$ cat config.mk
export PLATFORM = sky130hd
export DESIGN_NAME = route_ctl_flat
export DESIGN_NICKNAME = d
export VERILOG_FILES = /design/src/rtl/route_ctl_if.sv /design/src/rtl/route_ctl.sv /design/src/flat_wrapper.sv
export SDC_FILE = /design/constraint.sdc
export NUM_CORES = 1
export LEC_CHECK = 0
export CORE_UTILIZATION = 43
export CTS_CLUSTER_DIAMETER = 150
export CTS_CLUSTER_SIZE = 20
export DETAILED_ROUTE_END_ITERATION = 7
export GPL_TIMING_DRIVEN = 0
export HOLD_SLACK_MARGIN = 0.15
export MAX_ROUTING_LAYER = met4
export PLACE_DENSITY = 0.75
export SYNTH_ARGS = -nofsm -noshare
export SYNTH_HDL_FRONTEND = slang
export SYNTH_SLANG_ARGS = --single-unit
export TNS_END_PERCENT = 10
$ cat constraint.sdc
create_clock -name clk -period 2.5 [get_ports clk]
set_input_delay 0.375 -clock clk [delete_from_list [all_inputs] [get_ports clk]]
set_output_delay 0.375 -clock clk [all_outputs]
set_load 0.005 [all_outputs]
$ cat src/rtl/route_ctl_if.sv
`default_nettype none
// ============================================================================
//  Module      : route_ctl_if
//  Description : Handshake bundle between the input channel, the routing
//                controller, the output allocator and the crossbar.
//                slave  - routing controller side (route_ctl)
//                master - surrounding router side (channel/allocator/crossbar)
//  Signals     : in_vld/in_rdy/in_data/in_head/in_tail  input flit channel
//                out_req/out_gnt                         allocator request/grant
//                out_vld/out_rdy/out_data/out_tail       buffered flit to crossbar
//                err                                     dropped-flit pulse
//  Revision    : 1.0 - initial release
// ============================================================================
interface route_ctl_if #(
    parameter int DW = 32
);
    logic          in_vld;
    logic          in_rdy;
    logic [DW-1:0] in_data;
    logic          in_head;
    logic          in_tail;
    logic [4:0]    out_req;
    logic          out_gnt;
    logic          out_vld;
    logic          out_rdy;
    logic [DW-1:0] out_data;
    logic          out_tail;
    logic          err;

    modport slave (
        input  in_vld, in_data, in_head, in_tail, out_gnt, out_rdy,
        output in_rdy, out_req, out_vld, out_data, out_tail, err
    );

    modport master (
        output in_vld, in_data, in_head, in_tail, out_gnt, out_rdy,
        input  in_rdy, out_req, out_vld, out_data, out_tail, err
    );
endinterface
`default_nettype wire

$ cat src/rtl/route_ctl.sv
`default_nettype none
// ============================================================================
//  Module      : route_ctl
//  Description : Per-input-port XY dimension-order routing controller. Routes
//                the head flit from its relative hop address, decrements the
//                hop count of the chosen dimension, holds the crossbar request
//                until the tail flit leaves and buffers one flit.
//  Ports       : clk, rst (sync, active-high)
//                bus (route_ctl_if.slave) - flit channel, allocator request and
//                grant, buffered output flit, err pulse
//  Parameters  : DW   flit width (>= ALSB+16)
//                ALSB LSB of the 16-bit address field in a head flit
//  Revision    : 1.0 - initial release
// ============================================================================
module route_ctl #(
    parameter int DW   = 32,
    parameter int ALSB = 0
) (
    input  wire logic   clk,
    input  wire logic   rst,
    route_ctl_if.slave  bus
);

    typedef enum logic [1:0] {
        ST_IDLE = 2'd0,
        ST_REQ  = 2'd1,
        ST_FWD  = 2'd2
    } state_t;

    // One-hot output ports, bit order {L,W,E,S,N}
    localparam logic [4:0] C_DIR_L = 5'b10000;
    localparam logic [4:0] C_DIR_W = 5'b01000;
    localparam logic [4:0] C_DIR_E = 5'b00100;
    localparam logic [4:0] C_DIR_S = 5'b00010;
    localparam logic [4:0] C_DIR_N = 5'b00001;

    state_t        state_q, state_d;
    logic          buf_vld_q, buf_vld_d;
    logic [DW-1:0] buf_data_q, buf_data_d;
    logic          buf_tail_q, buf_tail_d;
    logic [4:0]    dir_q, dir_d;
    logic          tail_seen_q, tail_seen_d;
    logic          err_q, err_d;

    logic [15:0]   w_addr;
    logic [15:0]   w_rt_addr;
    logic [4:0]    w_rt_dir;
    logic [DW-1:0] w_rt_data;
    logic          w_in_rdy;
    logic [4:0]    w_out_req;
    logic          w_out_vld;
    logic          w_drain;

    // XY routing of the incoming flit; only meaningful for a head in IDLE.
    // Sign bits are left alone; a count is only decremented when non-zero.
    always_comb begin
        w_addr    = bus.in_data[ALSB +: 16];
        w_rt_addr = w_addr;
        w_rt_dir  = C_DIR_L;
        if (w_addr[6:0] != 7'd0) begin
            w_rt_addr[6:0] = w_addr[6:0] - 7'd1;
            w_rt_dir       = w_addr[7] ? C_DIR_W : C_DIR_E;
        end else if (w_addr[14:8] != 7'd0) begin
            w_rt_addr[14:8] = w_addr[14:8] - 7'd1;
            w_rt_dir        = w_addr[15] ? C_DIR_S : C_DIR_N;
        end
        w_rt_data                = bus.in_data;
        w_rt_data[ALSB +: 16]    = w_rt_addr;
    end

    always_comb begin
        state_d     = state_q;
        buf_vld_d   = buf_vld_q;
        buf_data_d  = buf_data_q;
        buf_tail_d  = buf_tail_q;
        dir_d       = dir_q;
        tail_seen_d = tail_seen_q;
        err_d       = 1'b0;
        w_in_rdy    = 1'b0;
        w_out_req   = 5'b00000;
        w_out_vld   = 1'b0;
        w_drain     = 1'b0;

        case (state_q)
            ST_IDLE: begin
                w_in_rdy = 1'b1;
                if (bus.in_vld) begin
                    if (bus.in_head) begin
                        buf_vld_d   = 1'b1;
                        buf_data_d  = w_rt_data;
                        buf_tail_d  = bus.in_tail;
                        dir_d       = w_rt_dir;
                        tail_seen_d = bus.in_tail;
                        state_d     = ST_REQ;
                    end else begin
                        // Stray body/tail flit: swallow it and flag it
                        err_d = 1'b1;
                    end
                end
            end

            ST_REQ: begin
                w_out_req = dir_q;
                if (bus.out_gnt) begin
                    state_d = ST_FWD;
                end
            end

            ST_FWD: begin
                w_out_req = dir_q;
                w_out_vld = buf_vld_q;
                w_drain   = buf_vld_q & bus.out_rdy;
                // Stop taking flits once the tail is in; the buffer may refill
                // in the same cycle it drains.
                w_in_rdy  = !tail_seen_q & (!buf_vld_q | bus.out_rdy);
                if (bus.in_vld && w_in_rdy) begin
                    buf_vld_d   = 1'b1;
                    buf_data_d  = bus.in_data;
                    buf_tail_d  = bus.in_tail;
                    tail_seen_d = bus.in_tail;
                end else if (w_drain) begin
                    buf_vld_d = 1'b0;
                end
                if (w_drain && buf_tail_q) begin
                    buf_vld_d   = 1'b0;
                    tail_seen_d = 1'b0;
                    state_d     = ST_IDLE;
                end
            end

            default: begin
                state_d = ST_IDLE;
            end
        endcase
    end

    always_ff @(posedge clk) begin
        if (rst) begin
            state_q     <= ST_IDLE;
            buf_vld_q   <= 1'b0;
            buf_data_q  <= '0;
            buf_tail_q  <= 1'b0;
            dir_q       <= 5'b00000;
            tail_seen_q <= 1'b0;
            err_q       <= 1'b0;
        end else begin
            state_q     <= state_d;
            buf_vld_q   <= buf_vld_d;
            buf_data_q  <= buf_data_d;
            buf_tail_q  <= buf_tail_d;
            dir_q       <= dir_d;
            tail_seen_q <= tail_seen_d;
            err_q       <= err_d;
        end
    end

    // in_rdy is held low while reset is asserted, even though the state
    // register already reads IDLE during the reset cycles.
    assign bus.in_rdy   = w_in_rdy & !rst;
    assign bus.out_req  = w_out_req;
    assign bus.out_vld  = w_out_vld;
    assign bus.out_data = buf_data_q;
    assign bus.out_tail = buf_tail_q;
    assign bus.err      = err_q;

endmodule
`default_nettype wire

$ cat src/flat_wrapper.sv
// flat-port wrapper written by rule: the top's interface ports become plain ports
module route_ctl_flat 
#(
    parameter int DW   = 32,
    parameter int ALSB = 0
)
  (clk, rst, bus_in_vld, bus_in_data, bus_in_head, bus_in_tail, bus_out_gnt, bus_out_rdy, bus_in_rdy, bus_out_req, bus_out_vld, bus_out_data, bus_out_tail, bus_err);
  route_ctl_if #(.DW(DW)) bus_i ();
  input  wire logic clk;
  input  wire logic rst;
  input wire logic [$bits(bus_i.in_vld)-1:0] bus_in_vld;
  input wire logic [$bits(bus_i.in_data)-1:0] bus_in_data;
  input wire logic [$bits(bus_i.in_head)-1:0] bus_in_head;
  input wire logic [$bits(bus_i.in_tail)-1:0] bus_in_tail;
  input wire logic [$bits(bus_i.out_gnt)-1:0] bus_out_gnt;
  input wire logic [$bits(bus_i.out_rdy)-1:0] bus_out_rdy;
  output wire logic [$bits(bus_i.in_rdy)-1:0] bus_in_rdy;
  output wire logic [$bits(bus_i.out_req)-1:0] bus_out_req;
  output wire logic [$bits(bus_i.out_vld)-1:0] bus_out_vld;
  output wire logic [$bits(bus_i.out_data)-1:0] bus_out_data;
  output wire logic [$bits(bus_i.out_tail)-1:0] bus_out_tail;
  output wire logic [$bits(bus_i.err)-1:0] bus_err;
  assign bus_i.in_vld = bus_in_vld;
  assign bus_i.in_data = bus_in_data;
  assign bus_i.in_head = bus_in_head;
  assign bus_i.in_tail = bus_in_tail;
  assign bus_i.out_gnt = bus_out_gnt;
  assign bus_i.out_rdy = bus_out_rdy;
  assign bus_in_rdy = bus_i.in_rdy;
  assign bus_out_req = bus_i.out_req;
  assign bus_out_vld = bus_i.out_vld;
  assign bus_out_data = bus_i.out_data;
  assign bus_out_tail = bus_i.out_tail;
  assign bus_err = bus_i.err;
  route_ctl #(.DW(DW), .ALSB(ALSB)) u_core (.clk(clk), .rst(rst), .bus(bus_i));
endmodule
==> metrics.json <==
{
  "power_and_ir_drop": {
    "net_switching_share_of_the_total_power_pct": 32.1,
    "finalPower_mw": 2.19,
    "power_leakage_nw": 1.10,
    "power.sequential.fraction_pct": 39.0,
    "internal-power_mw": 1.49,
    "clkPwrFrac_pct": 24.9,
    "power_switching_mw": 0.705,
    "vdd_drop_max_v": 0.000516,
    "power_density_nw_per_um2": 727,
    "comb_power_share_pct": 36.1
  },
  "clock_network": {
    "cts-resized-gates": 0,
    "cts.hold.buffers_added": 0,
    "cts-root-to-sink-buffers": 2,
    "clock_latency_ns": 0.30,
    "htree_levels": 2,
    "postCtsSetupRepairBufs": 0,
    "tritoncts": "yes",
    "number_of_buffers_inserted_during_clock_tree_synthesis": 5,
    "clock-sinks": 43,
    "cts_root_buffer": "sky130_fd_sc_hd__clkbuf_8",
    "clock_pin_slew_on_the_worst_setup_and_hold_paths_ns": 0.08
  },
  "global_route": {
    "grt.overflow.total": 0,
    "first_global_vias": 1839,
    "grt_first_pass_wirelength_um": 8590,
    "initial_antenna_violation_count": 0,
    "pin_count_of_the_biggest_net_entering_global_routing": 15,
    "grt_util_all_layers_pct": 22.2
  },
  "detailed_routing": {
    "routed_length_per_instance_um": 13.7,
    "num_vias": 2088,
    "antenna_nets_post_route": 0,
    "drt_first_pass_iters": 8,
    "drt_drc_violations_left": 9,
    "wl_um": 5340,
    "post_detailed_route_via_to_cell_ratio": 5.34,
    "first_iter_violations": 111
  },
  "sta": {
    "setup_tns_ns": 0,
    "slew_headroom_pct": 63.4,
    "finalWorstSetupSlack_ns": 0.348,
    "fmax_mhz": 465,
    "setup-violations-final": 0,
    "final.period_utilization_pct": 86.1,
    "maxSlewViolCount": 0,
    "finalHoldViolCount": 0,
    "worst-slew-pin-transition_ns": 0.549,
    "worst_hold_slack_ns": 0.452,
    "clock-skew-final_ns": 0.00358,
    "rsz0062_at_grt": "false",
    "final.min_clock_period_ns": 2.15
  },
  "yosys": {
    "synth_top_flop_cell": "sky130_fd_sc_hd__dfxtp_1",
    "synthesis.nets": 300,
    "synth_seq_cells": 43,
    "synth_compound_gate_area_share_pct": 17.0,
    "mapped_cell_area_um2": 2060,
    "synth_simple_gate_area_share_pct": 27.7,
    "ys_async_sr_fraction_pct": 0,
    "library_cells_used_by_synthesis": 44,
    "synth-seq-area-share_pct": 41.8,
    "syn_inst": 253,
    "synth_area_per_cell_um2": 8.15,
    "yosys-mux-area-fraction_pct": 0.971,
    "yosys.area_share.adder_pct": 4.86,
    "synth_xor_xnor_area_share_pct": 2.98,
    "synth_top_family_by_area": "simple AND/OR/NAND/NOR gates",
    "yosysWarnings": 0,
    "post_synth_edffs": 0
  },
  "worst_setup_path": {
    "crit_path_max_incr_delay_ns": 0.50,
    "worstSetupPathDepth": 4,
    "path_class": "reg -> out",
    "ordered_list_of_cells_on_the_worst_path": "inv_1, ha_1, and2_1, clkdlybuf4s50_1",
    "critPathSlowestCell": "sky130_fd_sc_hd__clkdlybuf4s50_1",
    "setup.worst_path.end_class": "output port",
    "start_kind": "flop",
    "timing.critical_path.arrival_ns": 1.78,
    "path_delay_family": "buffers and inverters",
    "critPathMaxFanout": 5,
    "cp.buffers_inverters": 2,
    "worstPathRequired_ns": 2.12,
    "reg2reg_depth": 8
  },
  "floorplanning": {
    "start_util_pct": 46.1,
    "ioPinCount": 80,
    "number_of_core_rows": 24,
    "die_height_um": 71.2,
    "core_region_area_um2": 4470,
    "fp.dieW_um": 71.2,
    "die_area_um2": 5070
  },
  "status": {
    "run_status": "finished with violations",
    "failed_checks": "DRC"
  },
  "job": {
    "cap_viol_max_count": 0
  },
  "cells_and_area": {
    "multi_input_area_um2": 1100,
    "antenna_diode_count": 0,
    "final_core_util_pct": 67.5,
    "post_route_cells_drive_above_1_share_pct": 6.19,
    "synthesis_to_finish_area_growth_pct": 46.5,
    "fin_nets": 385,
    "fillerInstances": 397,
    "regArea_um2": 861,
    "final_area_um2": 3020,
    "final-instance-count-excl-fill": 391
  },
  "hold_path": {
    "class_of_the_tightest_hold_or_removal_check": "reg -> reg",
    "worst_hold_path.num_cells": 2
  },
  "placement": {
    "gp_congestion": 0.866,
    "placement.io_buffers": 78,
    "dpl.cell_count": 383,
    "dpl.hpwl_um": 3990,
    "dpl-instance-area_um2": 2910,
    "pre_cts_worst_setup_slack_ns": 0.0544
  }
}
[worst reg2reg max path: stages (launching register included)]
cell and delay, ns:
sky130_fd_sc_hd__dfxtp_1 0.37, sky130_fd_sc_hd__inv_1 0.10, sky130_fd_sc_hd__ha_1 0.22, sky130_fd_sc_hd__buf_6 0.14, sky130_fd_sc_hd__nand2b_4 0.17, sky130_fd_sc_hd__or3_4 0.34, sky130_fd_sc_hd__or3_1 0.35, sky130_fd_sc_hd__o221ai_1 0.21
sky130_fd_sc_hd__a21oi_1 0.09
[synthesized netlist by cell type (2+ instances only)]
| cell | number | area share (%) |
|---|---|---|
| sky130_fd_sc_hd__inv_1 | 8 | 1.5 |
| sky130_fd_sc_hd__nand2_1 | 52 | 9.5 |
| sky130_fd_sc_hd__o21ai_0 | 2 | 0.49 |
| sky130_fd_sc_hd__dfxtp_1 | 43 | 42 |
| sky130_fd_sc_hd__nor3_1 | 5 | 1.2 |
| sky130_fd_sc_hd__and2_1 | 7 | 2.1 |
| sky130_fd_sc_hd__a22oi_1 | 2 | 0.73 |
| sky130_fd_sc_hd__a211oi_1 | 7 | 2.6 |
| sky130_fd_sc_hd__nor2_1 | 24 | 4.4 |
| sky130_fd_sc_hd__buf_2 | 3 | 0.73 |
| sky130_fd_sc_hd__clkbuf_1 | 7 | 1.3 |
| sky130_fd_sc_hd__ha_1 | 8 | 4.9 |
| sky130_fd_sc_hd__or3_1 | 2 | 0.61 |
| sky130_fd_sc_hd__o2bb2ai_1 | 4 | 1.7 |
| sky130_fd_sc_hd__nand4_1 | 3 | 0.91 |
| sky130_fd_sc_hd__xnor2_1 | 5 | 2.1 |
| sky130_fd_sc_hd__xor2_1 | 2 | 0.85 |
| sky130_fd_sc_hd__nand3_1 | 6 | 1.5 |
| sky130_fd_sc_hd__mux2i_1 | 2 | 0.97 |
| sky130_fd_sc_hd__a21oi_1 | 33 | 8.0 |
| sky130_fd_sc_hd__nor4_1 | 4 | 1.2 |
| sky130_fd_sc_hd__buf_4 | 2 | 0.73 |
[per-layer routing]
layer / global-route usage, % / wire, um / vias up
met5: - / 0 / -
met3: 5.49 / 436 / 5
met2: 35.6 / 2490 / 77
met1: 28.0 / 2370 / 961
met4: 6.22 / 42 / 0
li1: - / - / 1045
[state kept, by name, indices dropped and copies added, names as in the netlist]
name	flops
u_core.state_q	2
u_core.bus.err	1
u_core.bus.out_tail	1
u_core.buf_vld_q	1
u_core.tail_seen_q	1
u_core.dir_q	5
u_core.bus.out_data	32
[layout by cell type, fill, tap and decap left out, types with 5 or more instances in the layout]
| cell | count |
|---|---|
| sky130_fd_sc_hd__clkbuf_1 | 7 |
| sky130_fd_sc_hd__ha_1 | 8 |
| sky130_fd_sc_hd__inv_1 | 8 |
| sky130_fd_sc_hd__a21oi_1 | 33 |
| sky130_fd_sc_hd__nor2_1 | 24 |
| sky130_fd_sc_hd__nand3_1 | 6 |
| sky130_fd_sc_hd__clkbuf_8 | 5 |
| sky130_fd_sc_hd__nand2_1 | 52 |
| sky130_fd_sc_hd__clkdlybuf4s50_1 | 78 |
| sky130_fd_sc_hd__and2_1 | 7 |
| sky130_fd_sc_hd__a211oi_1 | 7 |
| sky130_fd_sc_hd__nor3_1 | 5 |
| sky130_fd_sc_hd__xnor2_1 | 5 |
| sky130_fd_sc_hd__dfxtp_1 | 43 |
[worst paths after layout]
check / start / endpoint / slack [ns]
min: u_core.dir_q[3]$_SDFFE_PP0P_ / u_core.dir_q[3]$_SDFFE_PP0P_ / 0.45
min reg2reg: u_core.dir_q[3]$_SDFFE_PP0P_ / u_core.dir_q[3]$_SDFFE_PP0P_ / 0.45
max: u_core.state_q[0]$_SDFFE_PP0P_ / bus_out_req[3] / 0.35
max reg2reg: u_core.state_q[0]$_SDFFE_PP0P_ / u_core.bus.out_data[9]$_SDFFE_PP0P_ / 0.39
[cells by family (layout without fill, tap and decap cells)]
group | count (synthesis) | in the layout
compound gates | 57 | 57
xor+xnor | 7 | 7
fa+ha+maj | 8 | 8
buf+inv | 21 | 107
flops | 43 | 43
mux | 2 | 2
simple gates | 115 | 115
[power by group through the flow]
| stage | clock (mW) | combinational (mW) | sequential [mW] |
|---|---|---|---|
| 3_5_place_dp | 0 | 0.792 | 0.873 |
| 5_1_grt | 0.588 | 0.886 | 0.871 |
| 4_1_cts | 0.558 | 0.797 | 0.858 |
| 2_1_floorplan | 0 | 0.413 | 0.875 |
| 6_report | 0.546 | 0.792 | 0.857 |
| 3_3_place_gp | 0 | 0.781 | 0.870 |
[layout make-up]
class	count	area share [%]
inverters	8	0.995
plain buffers	13	2.24
clock inverters	3	1.45
well taps	52	2.15
repair buffers	78	25.9
flip-flops and latches	43	28.5
clock buffers	5	2.28
multi-input cells	189	36.5
No activity file was read; power rests on OpenSTA's default activity.
